## config.mk

```make
export PLATFORM = sky130hd
export DESIGN_NAME = fp_round_pack
export DESIGN_NICKNAME = d
export VERILOG_FILES = /design/src/rtl/fp_pkg.sv /design/src/rtl/fp_rne_round.sv /design/src/rtl/fp_round_pack.sv
export SDC_FILE = /design/constraint.sdc
export NUM_CORES = 1
export LEC_CHECK = 0
export CORE_UTILIZATION = 47
export CTS_BUF_LIST = sky130_fd_sc_hd__clkbuf_4
export DETAILED_ROUTE_END_ITERATION = 10
export HOLD_SLACK_MARGIN = 0.15
export PLACE_DENSITY = 0.86
export REMOVE_ABC_BUFFERS = 1
export SYNTH_ARGS = -nofsm -noshare
export SYNTH_HDL_FRONTEND = slang
export SYNTH_SLANG_ARGS = --single-unit
```

## constraint.sdc

```tcl
create_clock -name clk -period 2.5 [get_ports clk]
set_input_delay 0.375 -clock clk [delete_from_list [all_inputs] [get_ports clk]]
set_output_delay 0.375 -clock clk [all_outputs]
set_load 0.1 [all_outputs]
```

## src/rtl/fp_pkg.sv

```systemverilog
// Shared types and constants for the FP adder datapath.
// Holds the single-precision word layout and exception flag indices.
package fp_pkg;

  localparam int EXP_W = 8;
  localparam int MAN_W = 23;
  localparam int BIAS  = 127;

  localparam logic [EXP_W-1:0] EXP_MAX = {EXP_W{1'b1}};

  typedef struct packed {
    logic             sign;
    logic [EXP_W-1:0] exp;
    logic [MAN_W-1:0] mant;
  } fp_word_t;

  // {guard, round, sticky}
  typedef logic [2:0] grs_t;

  localparam int FLG_OVF = 1;
  localparam int FLG_INX = 0;

endpackage

```

## src/rtl/fp_rne_round.sv

```systemverilog
// Combinational round-to-nearest-even of a normalized mantissa.
// Inf/NaN exponents bypass rounding and raise no flags.
module fp_rne_round #(
  parameter int EXP_W = fp_pkg::EXP_W,
  parameter int MAN_W = fp_pkg::MAN_W
) (
  input  logic [EXP_W-1:0] exp,
  input  logic [MAN_W-1:0] mant,
  input  fp_pkg::grs_t     grs,
  output logic [MAN_W-1:0] mant_rnd,
  output logic             exp_carry,
  output logic             inexact
);

  logic               special_s;
  logic               round_up_s;
  logic [MAN_W:0]     sum_s;

  // Round-up decision, mantissa increment and special-value bypass
  always_comb begin
    special_s  = (exp == {EXP_W{1'b1}});
    round_up_s = grs[2] & (grs[1] | grs[0] | mant[0]);
    sum_s      = {1'b0, mant} + {{MAN_W{1'b0}}, round_up_s};
    if (special_s) begin
      mant_rnd  = mant;
      exp_carry = 1'b0;
      inexact   = 1'b0;
    end else begin
      exp_carry = sum_s[MAN_W];
      inexact   = |grs;
      if (sum_s[MAN_W]) begin
        mant_rnd = {MAN_W{1'b0}};
      end else begin
        mant_rnd = sum_s[MAN_W-1:0];
      end
    end
  end

endmodule

```

## src/rtl/fp_round_pack.sv

```systemverilog
// Round/pack stage of the FP adder: RNE rounding in S1, overflow resolution
// and packing in S2, with sticky exception flags and a result counter.
module fp_round_pack #(
  parameter int EXP_W = fp_pkg::EXP_W,
  parameter int MAN_W = fp_pkg::MAN_W,
  parameter int CNT_W = 16
) (
  input  logic                   clk,
  input  logic                   reset,
  input  logic                   in_valid,
  output logic                   in_ready,
  input  logic                   norm_sign,
  input  logic [EXP_W-1:0]       norm_exp,
  input  logic [MAN_W-1:0]       norm_mant,
  input  fp_pkg::grs_t           norm_grs,
  output logic                   out_valid,
  input  logic                   out_ready,
  output logic [EXP_W+MAN_W:0]   result,
  output logic                   res_ovf,
  output logic                   res_inexact,
  input  logic                   flag_clr,
  output logic [1:0]             sticky_flags,
  output logic [CNT_W-1:0]       result_count
);

  import fp_pkg::*;

  localparam logic [EXP_W-1:0] exp_max_c = {EXP_W{1'b1}};

  logic               s2_free_s;
  logic               s1_free_s;
  logic               in_xfer_s;
  logic               out_xfer_s;

  logic [MAN_W-1:0]   rnd_mant_s;
  logic               rnd_carry_s;
  logic               rnd_inexact_s;

  logic               s1_v_r;
  logic               s1_sign_r;
  logic [EXP_W:0]     s1_exp_r;
  logic [MAN_W-1:0]   s1_mant_r;
  logic               s1_inexact_r;
  logic               s1_special_r;

  fp_word_t           s2_word_s;
  logic               s2_ovf_s;
  logic               s2_inexact_s;

  logic               s2_v_r;
  fp_word_t           s2_word_r;
  logic               s2_ovf_r;
  logic               s2_inexact_r;

  logic [1:0]         sticky_r;
  logic [1:0]         new_flags_s;
  logic [CNT_W-1:0]   count_r;

  assign s2_free_s  = ~s2_v_r | out_ready;
  assign s1_free_s  = ~s1_v_r | s2_free_s;
  assign in_ready   = s1_free_s & ~reset;
  assign in_xfer_s  = in_valid & in_ready;
  assign out_xfer_s = s2_v_r & out_ready;

  fp_rne_round #(
    .EXP_W (EXP_W),
    .MAN_W (MAN_W)
  ) u_round (
    .exp       (norm_exp),
    .mant      (norm_mant),
    .grs       (norm_grs),
    .mant_rnd  (rnd_mant_s),
    .exp_carry (rnd_carry_s),
    .inexact   (rnd_inexact_s)
  );

  // S1 register: rounded mantissa and carry-adjusted exponent
  always_ff @(posedge clk or posedge reset) begin
    if (reset) begin
      s1_v_r       <= 1'b0;
      s1_sign_r    <= 1'b0;
      s1_exp_r     <= {(EXP_W+1){1'b0}};
      s1_mant_r    <= {MAN_W{1'b0}};
      s1_inexact_r <= 1'b0;
      s1_special_r <= 1'b0;
    end else if (s1_free_s) begin
      s1_v_r <= in_xfer_s;
      if (in_xfer_s) begin
        s1_sign_r    <= norm_sign;
        s1_exp_r     <= {1'b0, norm_exp} + {{EXP_W{1'b0}}, rnd_carry_s};
        s1_mant_r    <= rnd_mant_s;
        s1_inexact_r <= rnd_inexact_s;
        s1_special_r <= (norm_exp == exp_max_c);
      end
    end
  end

  // A finite input whose rounded exponent reaches all-ones saturates to infinity
  always_comb begin
    s2_word_s      = '0;
    s2_word_s.sign = s1_sign_r;
    s2_ovf_s       = ~s1_special_r & (s1_exp_r >= {1'b0, exp_max_c});
    if (s2_ovf_s) begin
      s2_word_s.exp  = exp_max_c;
      s2_word_s.mant = {MAN_W{1'b0}};
      s2_inexact_s   = 1'b1;
    end else begin
      s2_word_s.exp  = s1_exp_r[EXP_W-1:0];
      s2_word_s.mant = s1_mant_r;
      s2_inexact_s   = s1_inexact_r;
    end
  end

  // S2 register: packed result and per-result flags, held under backpressure
  always_ff @(posedge clk or posedge reset) begin
    if (reset) begin
      s2_v_r       <= 1'b0;
      s2_word_r    <= '0;
      s2_ovf_r     <= 1'b0;
      s2_inexact_r <= 1'b0;
    end else if (s2_free_s) begin
      s2_v_r <= s1_v_r;
      if (s1_v_r) begin
        s2_word_r    <= s2_word_s;
        s2_ovf_r     <= s2_ovf_s;
        s2_inexact_r <= s2_inexact_s;
      end
    end
  end

  always_comb begin
    new_flags_s          = 2'b00;
    new_flags_s[FLG_OVF] = s2_ovf_r;
    new_flags_s[FLG_INX] = s2_inexact_r;
  end

  // Sticky flags: a clear coinciding with a transfer keeps that transfer's flags
  always_ff @(posedge clk or posedge reset) begin
    if (reset) begin
      sticky_r <= 2'b00;
    end else if (out_xfer_s) begin
      if (flag_clr) begin
        sticky_r <= new_flags_s;
      end else begin
        sticky_r <= sticky_r | new_flags_s;
      end
    end else if (flag_clr) begin
      sticky_r <= 2'b00;
    end
  end

  // Handed-off result counter, wraps naturally
  always_ff @(posedge clk or posedge reset) begin
    if (reset) begin
      count_r <= {CNT_W{1'b0}};
    end else if (out_xfer_s) begin
      count_r <= count_r + {{(CNT_W-1){1'b0}}, 1'b1};
    end
  end

  assign out_valid    = s2_v_r;
  assign result       = s2_word_r;
  assign res_ovf      = s2_ovf_r;
  assign res_inexact  = s2_inexact_r;
  assign sticky_flags = sticky_r;
  assign result_count = count_r;

endmodule
```

==> results of run 1 <==
## per-layer routing
layer	track usage	vias to the layer above	routed length (um)
li1	-	1655	-
met1	0.295	1674	4390
met2	0.374	80	4870
met3	0.0316	17	327
met4	0.0871	0	176
met5	0	-	0
## layout by cell type (no fill, tap or decap), types with 2 or more instances in the layout
master / count
buf_4: 102
dfrtp_1: 89
nand2_1: 61
clkdlybuf4s50_1: 39
a22o_1: 25
nor2_1: 24
xnor2_1: 23
o21ai_0: 17
xor2_1: 17
nand4_1: 13
nand3_1: 13
clkbuf_4: 11
o22a_1: 9
inv_1: 8
nor3_1: 8
o21ai_1: 6
and3_1: 5
a211oi_1: 5
ha_1: 4
a21oi_1: 3
and4_1: 3
a31oi_1: 3
and2_1: 3
clkinv_2: 3
nand2b_1: 2
and2_0: 2
nand4_4: 2
nor4_1: 2
o211ai_4: 2
nor4_4: 2
o31ai_1: 2
buf_12: 2
## through the flow
stage	setup TNS, ps	instance area (sq um)	setup slack, ps	total power [mW]	hold WS, ps
2_1_floorplan	-83170	4080	-2160	3.67	439
3_3_place_gp	-128	5400	-52.0	4.25	455
3_5_place_dp	-468	5400	-157	4.29	470
4_1_cts	0	5540	295	5.08	248
5_1_grt	0	5540	178	5.24	249
6_report	0	5540	298	5.05	254
## state kept, by name (all words and copies together) (netlist names)
register and flops:
sticky_flags 2, res_inexact 1, result_count 16, out_valid 1
res_ovf 1, s1_mant_r 23, s1_v_r 1, s1_exp_r 9
s1_sign_r 1, s1_special_r 1, result 32, s1_inexact_r 1
## final cells by class
cell class	count	area, sq um	area share
Sequential cell	89	2230	0.402
Multi-Input combinational cell	273	1810	0.327
Timing Repair Buffer	143	1200	0.216
Tap cell	105	131	0.0237
Clock buffer	11	82.6	0.0149
Clock inverter	5	56.3	0.0102
Inverter	9	35.0	0.00632
## power groups by stage
stage	Sequential (mW)	Clock [mW]	Combinational (mW)
6_report	1.91	0.798	2.34
5_1_grt	1.95	0.868	2.43
4_1_cts	1.91	0.817	2.35
3_5_place_dp	1.94	0	2.35
3_3_place_gp	1.93	0	2.32
2_1_floorplan	3.30	0	0.369
## worst register-to-register path, stage by stage, from the launching register on
cell and delay, ps:
dfrtp_1 430, and2_0 320, nand4_1 270, nor3_1 360, nand2_1 120, xnor2_1 140
## kinds of logic after synthesis
logic type	Yosys count	share of synthesized area
muxes	1	0.00241
adders and majority gates	4	0.0121
and+or+nand+nor	150	0.194
xor gates and xnor gates	40	0.0845
DFF	89	0.537
buffers and inverters	25	0.0256
AOI/OAI and AO/OA	78	0.144
## final timing paths
check | start | end | slack (ps) | cells past startpoint
max in group asynchronous | reset | s1_mant_r[12] | 1660 | 3
hold / removal | reset | s1_v_r | 250 | 2
hold reg to reg | result_count[15] | result_count[15] | 480 | 1
min in group clk | norm_sign | s1_sign_r | 470 | 3
setup / recovery | norm_mant[13] | s1_exp_r[4] | 300 | 10
setup reg to reg | out_valid | result_count[14] | 780 | 5
==> summary.md, run 1 <==
The required time of the critical path was 2810 ps. Area share of the largest cell type after synthesis: 0.537. For the total of hold buffers inserted after clock tree synthesis, the log shows 0.

Yosys attributes the largest share of cell area to dfrtp_1, nand2_1, a22o_1. Critical path buffer and inverter count: 2. The run finished with clean final reports. The leakage power total is 2.56 nW. The path class of the lowest-slack min-delay path was in2async.

The number of DRC violations after detailed routing is 0, and the clock skew is 18.2 ps. For this design the ratio of total power to cell area is 911 mW/mm^2. The final cell utilization of the core is 0.661, and the shortest clock period the worst path allows after layout is 2200 ps. The cell area that synthesis handed to floorplanning was 0.00415 sq mm. During I/O placement, the number of pins put on the boundary was 94. Routability-driven placement finished with a final weighted congestion of 0.872. Setup violations remaining at the end of the flow were counted as 0. The first routing iteration left 72 violations. The headroom to the max-slew limit is 0.558.

The fmax is 0.454 GHz. The number of antenna violations at the first check in global routing came out at 0. The clock transition at the registers of the reported paths came out at 140 ps. Of all cell types, the one taking the most synthesized area is dfrtp_1. The H-tree was split into 3 levels.

Number of warnings printed during yosys synthesis: 0. The slew at the pin closest to its max-slew limit works out to 657 ps. The analysis attributes to net switching a power of 2.46 mW. The number of diodes is 0, and the vias per cell is 5.40. Buffers added to address setup during post-CTS repair amount to 0.

The most used flip-flop cell after synthesis is dfrtp_1. Total of flip-flops plus latches after synthesis: 89. The type of origin of the critical path was a primary input. The largest single stage delay on the critical path is 480 ps. The most numerous cell in the Yosys netlist was dfrtp_1. Along the worst path, the maximum fanout reaches 3.

Wires add up to 9770 um. TritonCTS built the clock tree. For the effective utilization at floorplan, the log shows 0.495. A synthesized cell averages 10.7 sq um. The detail route stage leaves a number of antenna-violating nets equal to 0. The first TritonRoute pass finished after 4 iterations. The fraction of synthesis flops using an asynchronous set or reset pin works out to 1.00. At the end of the flow, the number of nets in the layout was 569. The data arrival time of the worst path is 2510 ps.

For the routed via count, the log shows 3426. Setup repair after global routing left no endpoint under its margin. For the final-report hold violation count, the log shows 0. Entering global routing, the biggest net connects 39 pins. The die is 95.9 um tall. The power share of the sequential group was 0.379.

Compared with the post-synthesis result, the final layout area differs by 33.6%. The number of buffers inserted by port buffering was 93. Dividing the detail-routed wire length by the instance count gives 15.4 um. Walking the worst path, the cells encountered are clkdlybuf4s50_1 > nand3_1 > or2_1 > nor4_4 > ha_1 > ha_1 > nand3_1 > buf_4 > xor2_1 > o21ai_0.

The TritonCTS buffer count was 9. The run gives 89 as the number of clock sinks. Library cell used as clock root buffer: clkbuf_4. The tools report the sum of overflow across all layers after global routing as 0. Sequential share of the synthesized area: 0.537. Once layout is complete, the cells apart from fillers number 635.

The run gives 0 as the number of maximum-capacitance violations. The placeable core area came out at 0.00838 sq mm. The number of placed instances, taps included, is 619. The logs give 0.158 for the part of the total power dissipated in the clock network and 690 for the filler cell count. The total count of max-transition violations in the final report is 0, and the cell-internal power is 2.59 mW. Once the clock tree was built, the resizer swapped 0 gates to a different size. The maximum count of clock buffers along a single path came out at 2. The critical path is of the in2reg type. The die is 95.9 um wide. The kind of capture point of the worst setup path was a flip-flop.

The cell count after synthesis came out at 387. The part of the cycle the worst path needs was 0.881. Among cell families on the critical path, the largest total delay comes from simple AND/OR/NAND/NOR gates. The number of global-route vias before repair was 3374; the estimated wirelength of the detail-placed design was 7460 um.

The switching portion of total power came out at 0.487. On the critical path, the stage with the largest delay is an instance of clkdlybuf4s50_1. Global-route total usage across every layer: 0.224. The fraction of final layout cells with drive strength greater than 1 was 0.257.

In this run the core area contains 33 standard-cell rows. The clock latency on the worst-skew pair was 420 ps; the global-route wire length before repair was 15800 um. Counting instances in the post-synthesis netlist gives the leading cell types as dfrtp_1, nand2_1, a22o_1. The number of distinct library cells after synthesis was 47; the count of flip-flops with a built-in enable after synthesis was 0.

The peak ir drop on the vdd network came out at 0.530 mV. The floorplan step defined a die boundary enclosing 0.00920 sq mm. The combinational power share came out at 0.463.
No activity file was read; power rests on OpenSTA's default activity.
==> run 2: changes to the inputs <==
- SETUP_SLACK_MARGIN: not set -> 0.02
==> results of run 2 <==
Same layout as run 1: the final DEF is identical, and so are final timing and power.
